### src/rtl/axi_io_pmp_err_slv_pkg.sv
// Shared types for the IO-PMP error slave: response codes, counter type, default AXI structs.
package axi_io_pmp_err_slv_pkg;

    typedef enum logic [1:0] {
        RESP_OKAY   = 2'b00,
        RESP_EXOKAY = 2'b01,
        RESP_SLVERR = 2'b10,
        RESP_DECERR = 2'b11
    } axi_trans_resp_t;

    typedef logic [31:0] axi_err_slv_cnt_t;

    localparam logic [63:0] ErrSlvDefaultData = 64'hBADCAB1E;
    // ATOP_R_RESP: atomics with this bit set also expect an R burst
    localparam int unsigned AtopRRespBit = 5;

    typedef struct packed {
        logic [3:0]  id;
        logic [63:0] addr;
        logic [7:0]  len;
        logic [2:0]  size;
        logic [1:0]  burst;
        logic [5:0]  atop;
        logic [0:0]  user;
    } axi_aw_chan_t;

    typedef struct packed {
        logic [3:0]  id;
        logic [63:0] addr;
        logic [7:0]  len;
        logic [2:0]  size;
        logic [1:0]  burst;
        logic [0:0]  user;
    } axi_ar_chan_t;

    typedef struct packed {
        logic [63:0] data;
        logic [7:0]  strb;
        logic        last;
        logic [0:0]  user;
    } axi_w_chan_t;

    typedef struct packed {
        logic [3:0] id;
        logic [1:0] resp;
        logic [0:0] user;
    } axi_b_chan_t;

    typedef struct packed {
        logic [3:0]  id;
        logic [63:0] data;
        logic [1:0]  resp;
        logic        last;
        logic [0:0]  user;
    } axi_r_chan_t;

    typedef struct packed {
        axi_aw_chan_t aw;
        logic         aw_valid;
        axi_w_chan_t  w;
        logic         w_valid;
        logic         b_ready;
        axi_ar_chan_t ar;
        logic         ar_valid;
        logic         r_ready;
    } axi_req_t;

    typedef struct packed {
        logic        aw_ready;
        logic        ar_ready;
        logic        w_ready;
        logic        b_valid;
        axi_b_chan_t b;
        logic        r_valid;
        axi_r_chan_t r;
    } axi_resp_t;

    function automatic axi_err_slv_cnt_t sat_inc(input axi_err_slv_cnt_t c);
        return (c == '1) ? c : c + axi_err_slv_cnt_t'(1);
    endfunction

endpackage

### src/rtl/axi_err_id_fifo.sv
// Generic circular FIFO holding per-transaction bookkeeping; head is combinational, no bypass.
// Push and pop in one cycle both take effect; full/empty depend only on stored occupancy.
module axi_err_id_fifo #(
    parameter int unsigned DEPTH = 4,
    parameter type         dtype = logic
) (
    input  logic clk_i,
    input  logic rst_i,
    input  logic push_i,
    input  dtype data_i,
    input  logic pop_i,
    output dtype head_o,
    output logic full_o,
    output logic empty_o
);
    localparam int unsigned PtrW = (DEPTH > 1) ? $clog2(DEPTH) : 1;
    localparam int unsigned CntW = $clog2(DEPTH + 1);
    typedef logic [PtrW-1:0] ptr_t;
    localparam ptr_t LastPtr = ptr_t'(DEPTH - 1);

    dtype            mem_q [DEPTH];
    ptr_t            wr_q, rd_q;
    logic [CntW-1:0] cnt_q;

    assign full_o  = (cnt_q == CntW'(DEPTH));
    assign empty_o = (cnt_q == '0);
    assign head_o  = mem_q[rd_q];

    always_ff @(posedge clk_i or posedge rst_i) begin
        if (rst_i) begin
            wr_q  <= '0;
            rd_q  <= '0;
            cnt_q <= '0;
            for (int i = 0; i < int'(DEPTH); i++) mem_q[i] <= '0;
        end else begin
            if (push_i) begin
                mem_q[wr_q] <= data_i;
                wr_q        <= (wr_q == LastPtr) ? '0 : wr_q + ptr_t'(1);
            end
            if (pop_i) rd_q <= (rd_q == LastPtr) ? '0 : rd_q + ptr_t'(1);
            if (push_i && !pop_i)      cnt_q <= cnt_q + CntW'(1);
            else if (pop_i && !push_i) cnt_q <= cnt_q - CntW'(1);
        end
    end

    a_no_push_full: assert property (@(posedge clk_i) disable iff (rst_i) !(push_i && full_o));
    a_no_pop_empty: assert property (@(posedge clk_i) disable iff (rst_i) !(pop_i && empty_o));

endmodule

### src/rtl/axi_io_pmp_err_slv.sv
// AXI4+ATOP error slave: drains W, returns one error B per write and len+1 error R beats per read.
// B one cycle after last W; R streams 1 beat/cycle; AW-with-ATOP_R_RESP takes the AR FIFO push port first.
module axi_io_pmp_err_slv
    import axi_io_pmp_err_slv_pkg::*;
#(
    parameter int unsigned     AddrWidth = 64,
    parameter int unsigned     DataWidth = 64,
    parameter int unsigned     IdWidth   = 4,
    parameter int unsigned     UserWidth = 1,
    parameter int unsigned     MaxTxns   = 4,
    parameter axi_trans_resp_t RespCode  = RESP_DECERR,
    parameter logic [63:0]     RespData  = ErrSlvDefaultData,
    parameter type             req_t     = axi_req_t,
    parameter type             resp_t    = axi_resp_t
) (
    input  logic        clk_i,
    input  logic        rst_i,
    input  req_t        slv_req_i,
    output resp_t       slv_resp_o,
    output logic [31:0] wr_err_cnt_o,
    output logic [31:0] rd_err_cnt_o,
    output logic        busy_o
);
    typedef logic [IdWidth-1:0] id_t;
    typedef struct packed {
        id_t        id;
        logic [7:0] len;
    } ar_ent_t;

    logic             accept_en_q;
    logic             aw_full, aw_empty, ar_full, ar_empty;
    id_t              aw_head;
    ar_ent_t          ar_head, ar_push_dat;
    logic             aw_atop, aw_ready, ar_ready, w_ready, r_last;
    logic             aw_hs, ar_hs, w_hs, b_hs, r_hs, ar_push, ar_pop;
    logic             b_valid_q, b_valid_d;
    logic [7:0]       beat_q, beat_d;
    axi_err_slv_cnt_t wr_cnt_q, wr_cnt_d, rd_cnt_q, rd_cnt_d;
    logic             unused_req;

    assign unused_req = ^{slv_req_i, AddrWidth[0], UserWidth[0]};

    assign aw_atop  = slv_req_i.aw.atop[AtopRRespBit];
    // Readies stay low for the first cycle after reset release
    assign aw_ready = accept_en_q && !aw_full && !(aw_atop && ar_full);
    assign ar_ready = accept_en_q && !ar_full && !(slv_req_i.aw_valid && aw_atop);
    assign w_ready  = !aw_empty && !b_valid_q;
    assign r_last   = (beat_q == ar_head.len);

    assign aw_hs   = slv_req_i.aw_valid && aw_ready;
    assign ar_hs   = slv_req_i.ar_valid && ar_ready;
    assign w_hs    = slv_req_i.w_valid && w_ready;
    assign b_hs    = b_valid_q && slv_req_i.b_ready;
    assign r_hs    = !ar_empty && slv_req_i.r_ready;
    assign ar_push = ar_hs || (aw_hs && aw_atop);
    assign ar_pop  = r_hs && r_last;

    always_comb begin
        ar_push_dat = '{id: slv_req_i.ar.id, len: slv_req_i.ar.len};
        if (aw_hs && aw_atop) ar_push_dat = '{id: slv_req_i.aw.id, len: slv_req_i.aw.len};
    end

    axi_err_id_fifo #(.DEPTH(MaxTxns), .dtype(id_t)) i_aw_fifo (
        .clk_i, .rst_i, .push_i(aw_hs), .data_i(slv_req_i.aw.id), .pop_i(b_hs),
        .head_o(aw_head), .full_o(aw_full), .empty_o(aw_empty)
    );

    axi_err_id_fifo #(.DEPTH(MaxTxns), .dtype(ar_ent_t)) i_ar_fifo (
        .clk_i, .rst_i, .push_i(ar_push), .data_i(ar_push_dat), .pop_i(ar_pop),
        .head_o(ar_head), .full_o(ar_full), .empty_o(ar_empty)
    );

    assign b_valid_d = b_hs ? 1'b0 : ((w_hs && slv_req_i.w.last) ? 1'b1 : b_valid_q);
    assign beat_d    = r_hs ? (r_last ? 8'd0 : beat_q + 8'd1) : beat_q;
    assign wr_cnt_d  = b_hs ? sat_inc(wr_cnt_q) : wr_cnt_q;
    assign rd_cnt_d  = ar_pop ? sat_inc(rd_cnt_q) : rd_cnt_q;

    always_ff @(posedge clk_i or posedge rst_i) begin
        if (rst_i) begin
            accept_en_q <= 1'b0;
            b_valid_q   <= 1'b0;
            beat_q      <= '0;
            wr_cnt_q    <= '0;
            rd_cnt_q    <= '0;
        end else begin
            accept_en_q <= 1'b1;
            b_valid_q   <= b_valid_d;
            beat_q      <= beat_d;
            wr_cnt_q    <= wr_cnt_d;
            rd_cnt_q    <= rd_cnt_d;
        end
    end

    always_comb begin
        slv_resp_o          = '0;
        slv_resp_o.aw_ready = aw_ready;
        slv_resp_o.ar_ready = ar_ready;
        slv_resp_o.w_ready  = w_ready;
        slv_resp_o.b_valid  = b_valid_q;
        slv_resp_o.b.id     = aw_head;
        slv_resp_o.b.resp   = RespCode;
        slv_resp_o.r_valid  = !ar_empty;
        slv_resp_o.r.id     = ar_head.id;
        slv_resp_o.r.data   = DataWidth'(RespData);
        slv_resp_o.r.resp   = RespCode;
        slv_resp_o.r.last   = r_last;
    end

    assign wr_err_cnt_o = wr_cnt_q;
    assign rd_err_cnt_o = rd_cnt_q;
    assign busy_o       = !aw_empty || !ar_empty || b_valid_q;

    a_ar_port_single: assert property (@(posedge clk_i) disable iff (rst_i) !(ar_hs && aw_hs && aw_atop));

endmodule

### config.mk
export PLATFORM = sky130hd
export DESIGN_NAME = axi_io_pmp_err_slv
export DESIGN_NICKNAME = d
export VERILOG_FILES = /design/src/rtl/axi_io_pmp_err_slv_pkg.sv /design/src/rtl/axi_err_id_fifo.sv /design/src/rtl/axi_io_pmp_err_slv.sv
export SDC_FILE = /design/constraint.sdc
export NUM_CORES = 1
export LEC_CHECK = 0
export ABC_AREA = 1
export BUFFER_PORTS_ARGS = -buffer_cell sky130_fd_sc_hd__clkbuf_2
export CORE_AREA = 2 2 155 157
export DETAILED_ROUTE_END_ITERATION = 8
export DIE_AREA = 0 0 157 159
export GPL_ROUTABILITY_DRIVEN = 0
export HOLD_SLACK_MARGIN = 0.05
export PLACE_DENSITY = 0.75
export SLEW_MARGIN = 5
export SYNTH_ARGS = -nofsm -noshare
export SYNTH_HDL_FRONTEND = slang
export SYNTH_SLANG_ARGS = --single-unit
### constraint.sdc
create_clock -name clk_i -period 7.2 [get_ports clk_i]
set_clock_uncertainty 0.15 [all_clocks]
set_input_delay 1.44 -clock clk_i [delete_from_list [all_inputs] [get_ports clk_i]]
set_output_delay 1.44 -clock clk_i [all_outputs]
set_load 0.02 [all_outputs]
### Word level (Yosys, flattened, before mapping)

Index checks and enable logic that the tools add are counted.
Widths: inputs -> output; s select.

* output and inout bits: 149
* memories kept: 0
* word-level logic and storage cells: 121
* bits in registers: 152
* bits in latches: 0
* RAM bits: 0
* memory bits (read-only): 0

* equality and inequality tests: 9
* add/sub/neg operators: 11
* reduce and logical (&&, ||, !) cells: 42
* divide/modulo/power cells: 0
* bitwise operators: 6
* shifts and indexed selects: 0
* multiplexer cells: 24
* multipliers: 0
* order comparisons: 6

Operators by type and width (count)
* $add 32x1->32 const B: 2
* $eq 32x32->1 const B: 2
* $bwmux 48: 1
* $mux 12: 4
* $bmux 12 s2: 1
* $demux 12 s2: 1
* $logic_and 1x1->1: 21
* $bwmux 16: 1
* $ge 3x3->1 const B: 4
* $mux 3: 4
* $mux 4: 3
* $not 2->3: 4
* $logic_not 1->1: 11
* $add 2x1->2 const B: 4
* $add 8x1->8 const B: 1
* $bmux 4 s2: 1
* $demux 4 s2: 1
* $eq 2x2->1 const B: 4
* $eq 8x8->1: 1
* $mux 2: 4
* $mux 8: 1
* $add 3x1->3 const B: 2
* $eq 3x3->1 const B: 2
* $logic_not 3->1: 2
* other kinds (7): 16

### Longest topological paths before layout

* depth in word-level cells: 11
* gate-level depth with buffers: 19
* gate-level depth less buffers: 17

### Hierarchy

From an unflattened synthesis, not the netlist that was laid out.

* cell total of the unflattened synthesis: 1318
* area total of the unflattened synthesis: 9466.6 sq um

By module, submodules not included
* axi_io_pmp_err_slv: area an instance 5785.5 sq um, instances 1, cells an instance 884, seq. area each 1851.8 sq um
* axi_err_id_fifo at i_ar_fifo: area an instance 2558.7 sq um, instances 1, cells an instance 304, seq. area each 1376.3 sq um
* axi_err_id_fifo at i_aw_fifo: area an instance 1122.3 sq um, instances 1, cells an instance 130, seq. area each 575.6 sq um

### Worst setup path after synthesis

Ideal clock, no wire load.

* path type: input to output
* start: input slv_req_i[167] (netlist name)
* end: output slv_resp_o[82] (netlist name)
* required time: 5.610 ns
* data arrival time: 2.034 ns
* slack: 3.576 ns
* cell stages on the path: 3
* cell sequence: buf_2 > a211oi_1 > buf_4

* word-level cells in the longest chain between the ends: 3

RTL lines
* from (decl): RTL line axi_io_pmp_err_slv.sv:18 `input req_t slv_req_i,`
* $logic_and 1x1->1: RTL line axi_io_pmp_err_slv.sv:46 `assign ar_ready = accept_en_q && !ar_full && !(slv_req_i.aw_valid && aw_atop);`
* $logic_not 1->1: RTL line axi_io_pmp_err_slv.sv:46
* $logic_and 1x1->1: RTL line axi_io_pmp_err_slv.sv:46
* to (decl): RTL line axi_io_pmp_err_slv.sv:19 `output resp_t slv_resp_o,`

Every way passes these cells.

==> run summary <==
Layout Cells excl Fill -> 1672
Yosys reg bits -> 152
Main synth FF type -> dfrtp_1
Clock Tree Buf Depth -> 2
mean post-synth cell area -> 7.50 µm²
setup bufs post-CTS -> 0
largest stage delay on the critical path -> 1.04 ns
CP delay by family, top -> flip-flops
sequential share of the synthesized area -> 40.5%
Fin Hold WS -> 0.330 ns
CTS clk-pin slew, worst paths -> 0.07 ns
CP Capture Type -> primary output
maximum vdd drop -> 0.000235 V
RSZ-0062 raised after global routing -> no
Max Freq -> 0.212 GHz
Die W -> 157 µm
min-delay src -> i_ar_fifo.mem_q[33]
Critical Path Start -> i_ar_fifo.rd_q[0]
Initial DRT Pass Iterations -> 8
Place WS -> 2.91 ns
asr flop ratio synth -> 100%
Worst EP arrival -> 3.12 ns
fin crit share -> 65.5%
register-to-register setup slack -> 3.21 ns
Distinct cells, synth -> 37
max-slew violations -> 0
P&R area growth vs syn -> 11.4%
hold crit path type -> register to register
Layout Nets -> 1608
placed insts -> 1640
Cells after Synth -> 1252
R2R Path Start -> i_ar_fifo.rd_q[0]
PD cells -> 316 nW/µm²
Post-Syn Area -> 9390 µm²
commonest cells in the netlist -> nand2_1, dfrtp_1, nor2_1
synth warn -> 0
Hold-fix buffers, CTS -> 0
synth top area cells -> dfrtp_1, nand2_1, buf_4, o21ai_0, nor2_1
Die ar. -> 25000 µm²
Core ar. -> 23200 µm²
share of cells above drive strength 1 -> 13.6%
slew margin rel. -> 27.2%
CP dominant cell by count -> nand2_1
Final ANT Viol Nets -> 0
setup ws final -> 2.49 ns
CTS tree -> yes
Yosys top cell area share -> 40.5%
Final TNS setup -> 0 ns
drt initial violations -> 566
final setup fails -> 0
Synth area leader -> dfrtp_1
GRT Total Usage -> 18.8%
DRC viols -> 0
largest net degree at the start of global routing -> 97
worst path bufs/invs -> 3
io pins -> 400
Root Driver -> clkbuf_16
I/O Buffers -> 111
Final Core Density -> 45.1%
via count -> 8272
CTS sink cnt -> 152
initial core utilization -> 40.5%
number of gates resized after CTS -> 0
Hold Fails Final Rpt -> 0
routed vias/inst -> 4.95
routed wire length -> 22800 µm
post-layout min period -> 4.71 ns
Leak Pwr -> 0.00540 µW
slowest CP cell -> dfrtp_1
number of cell rows -> 56
clk_lat worst skew -> 0.42 ns
Worst Tran Pin Value -> 1.09 ns
initial antenna violation count -> 0
kind of critical path -> register to primary output
status -> completed
# Max-Cap Violations -> 0
crit-path cells -> inv_6 -> nand2_1 -> nand3_1 -> nand3_1 -> nand2_1 -> nor2_1 -> nand2_1 -> nor2_4 -> buf_4 -> clkbuf_2
CP Max Fanout -> 34
EDFF count, synth -> 0
nature of the critical path startpoint -> register
htree depth -> 4
vias in the first global route -> 7826
count leader, synth -> nand2_1
CTS buffer count -> 17
first-pass GRT wire length -> 38500 µm
DP Wirelength -> 15800 µm
Critical Path RT -> 5.61 ns
ANT cells -> 0
Wirelength per Cell -> 13.6 µm
GRT Residual Overflow -> 0
Die Span Y -> 159 µm
-- per-stage QoR --
step / instance area, µm² / total power (µW)
global placement: 9820 / 2310
global route: 10500 / 3540
finish: 10500 / 3300
detailed placement: 9820 / 2360
floorplan: 9650 / 2130
CTS: 10500 / 3320
-- where the power goes --
group	internal [µW]	total, µW	switching (µW)
logic	338	1070	728
clock network	510	944	434
registers	1100	1290	195
total	1950	3300	1360
-- layout make-up --
cell class,instances,area (µm²)
multi-input cells,956,4660
clock inverters,15,213
flip-flops and latches,152,3800
repair buffers,114,578
well taps,319,399
inverters,99,382
clock buffers,17,425
fillers,2309,12700
-- logic make-up after synthesis --
logic type               share of synthesized area (%)
XOR/XNOR                                          4.66
multiplexers                                     0.240
AND/OR/NAND/NOR                                   33.2
AO/OA/AOI/OAI                                     6.16
other                                           0.0800
flip-flops                                        40.5
adder cells (fa/ha/maj)                           2.42
buffers and inverters                             12.7
-- sequential cells by signal (all words and copies together) (netlist names) --
name / flops
i_ar_fifo.mem_q: 48
rd_err_cnt_o: 32
wr_err_cnt_o: 32
i_aw_fifo.mem_q: 16
beat_q: 8
i_ar_fifo.cnt_q: 3
i_aw_fifo.cnt_q: 3
i_ar_fifo.rd_q: 2
i_ar_fifo.wr_q: 2
i_aw_fifo.rd_q: 2
i_aw_fifo.wr_q: 2
accept_en_q: 1
b_valid_q: 1
-- path summary, 6_finish.rpt --
check                                      end  depth (start not counted)
max in group asynchronous            beat_q[1]                          3
setup / recovery                 slv_resp_o[1]                         10
min in group asynchronous   i_aw_fifo.mem_q[5]                          2
hold / removal             i_ar_fifo.mem_q[33]                          2
setup reg to reg            i_ar_fifo.cnt_q[1]                         14
hold reg to reg            i_ar_fifo.mem_q[33]                          2
-- worst register-to-register path: stages (launching register included) --
cell and delay, ns:
dfrtp_1 1.04, inv_6 0.23, nand2_1 0.12, nand3_1 0.16, nand3_1 0.14, nand2_1 0.06
nor2_1 0.13, nand2_1 0.11, nor2_4 0.10, buf_4 0.34, nand2_2 0.25, ha_1 0.26
inv_1 0.10, fa_1 0.42, mux2_2 0.27
-- layout by cell type, fill, tap and decap left out, types with 4 or more instances in the layout --
cell | netlist | routed
nand2_1 | 418 | 418
dfrtp_1 | 152 | 152
clkbuf_2 | 0 | 111
nor2_1 | 103 | 102
inv_1 | 95 | 94
o21ai_0 | 90 | 90
conb_1 | 2 | 71
nand3_1 | 64 | 64
nand4_1 | 55 | 55
xor2_1 | 30 | 30
nor3_1 | 21 | 21
xnor2_1 | 20 | 20
clkbuf_16 | 0 | 17
ha_1 | 15 | 15
o21ai_1 | 11 | 11
nand2_2 | 9 | 9
nand3_2 | 8 | 8
nand3b_1 | 8 | 8
o22ai_1 | 8 | 8
inv_8 | 0 | 6
clkinv_8 | 0 | 6
nor2_4 | 3 | 4
inv_6 | 1 | 4
-- layer usage --
| layer | up-vias | track usage (%) | routed length (µm) |
|---|---|---|---|
| met4 | 0 | 6.17 | 380 |
| met2 | 261 | 30.6 | 10800 |
| met1 | 3924 | 25.3 | 10300 |
| met3 | 27 | 3.54 | 1230 |
| li1 | 4060 | - | - |
| met5 | - | 0 | 0 |
No activity file was read; power rests on OpenSTA's default activity.
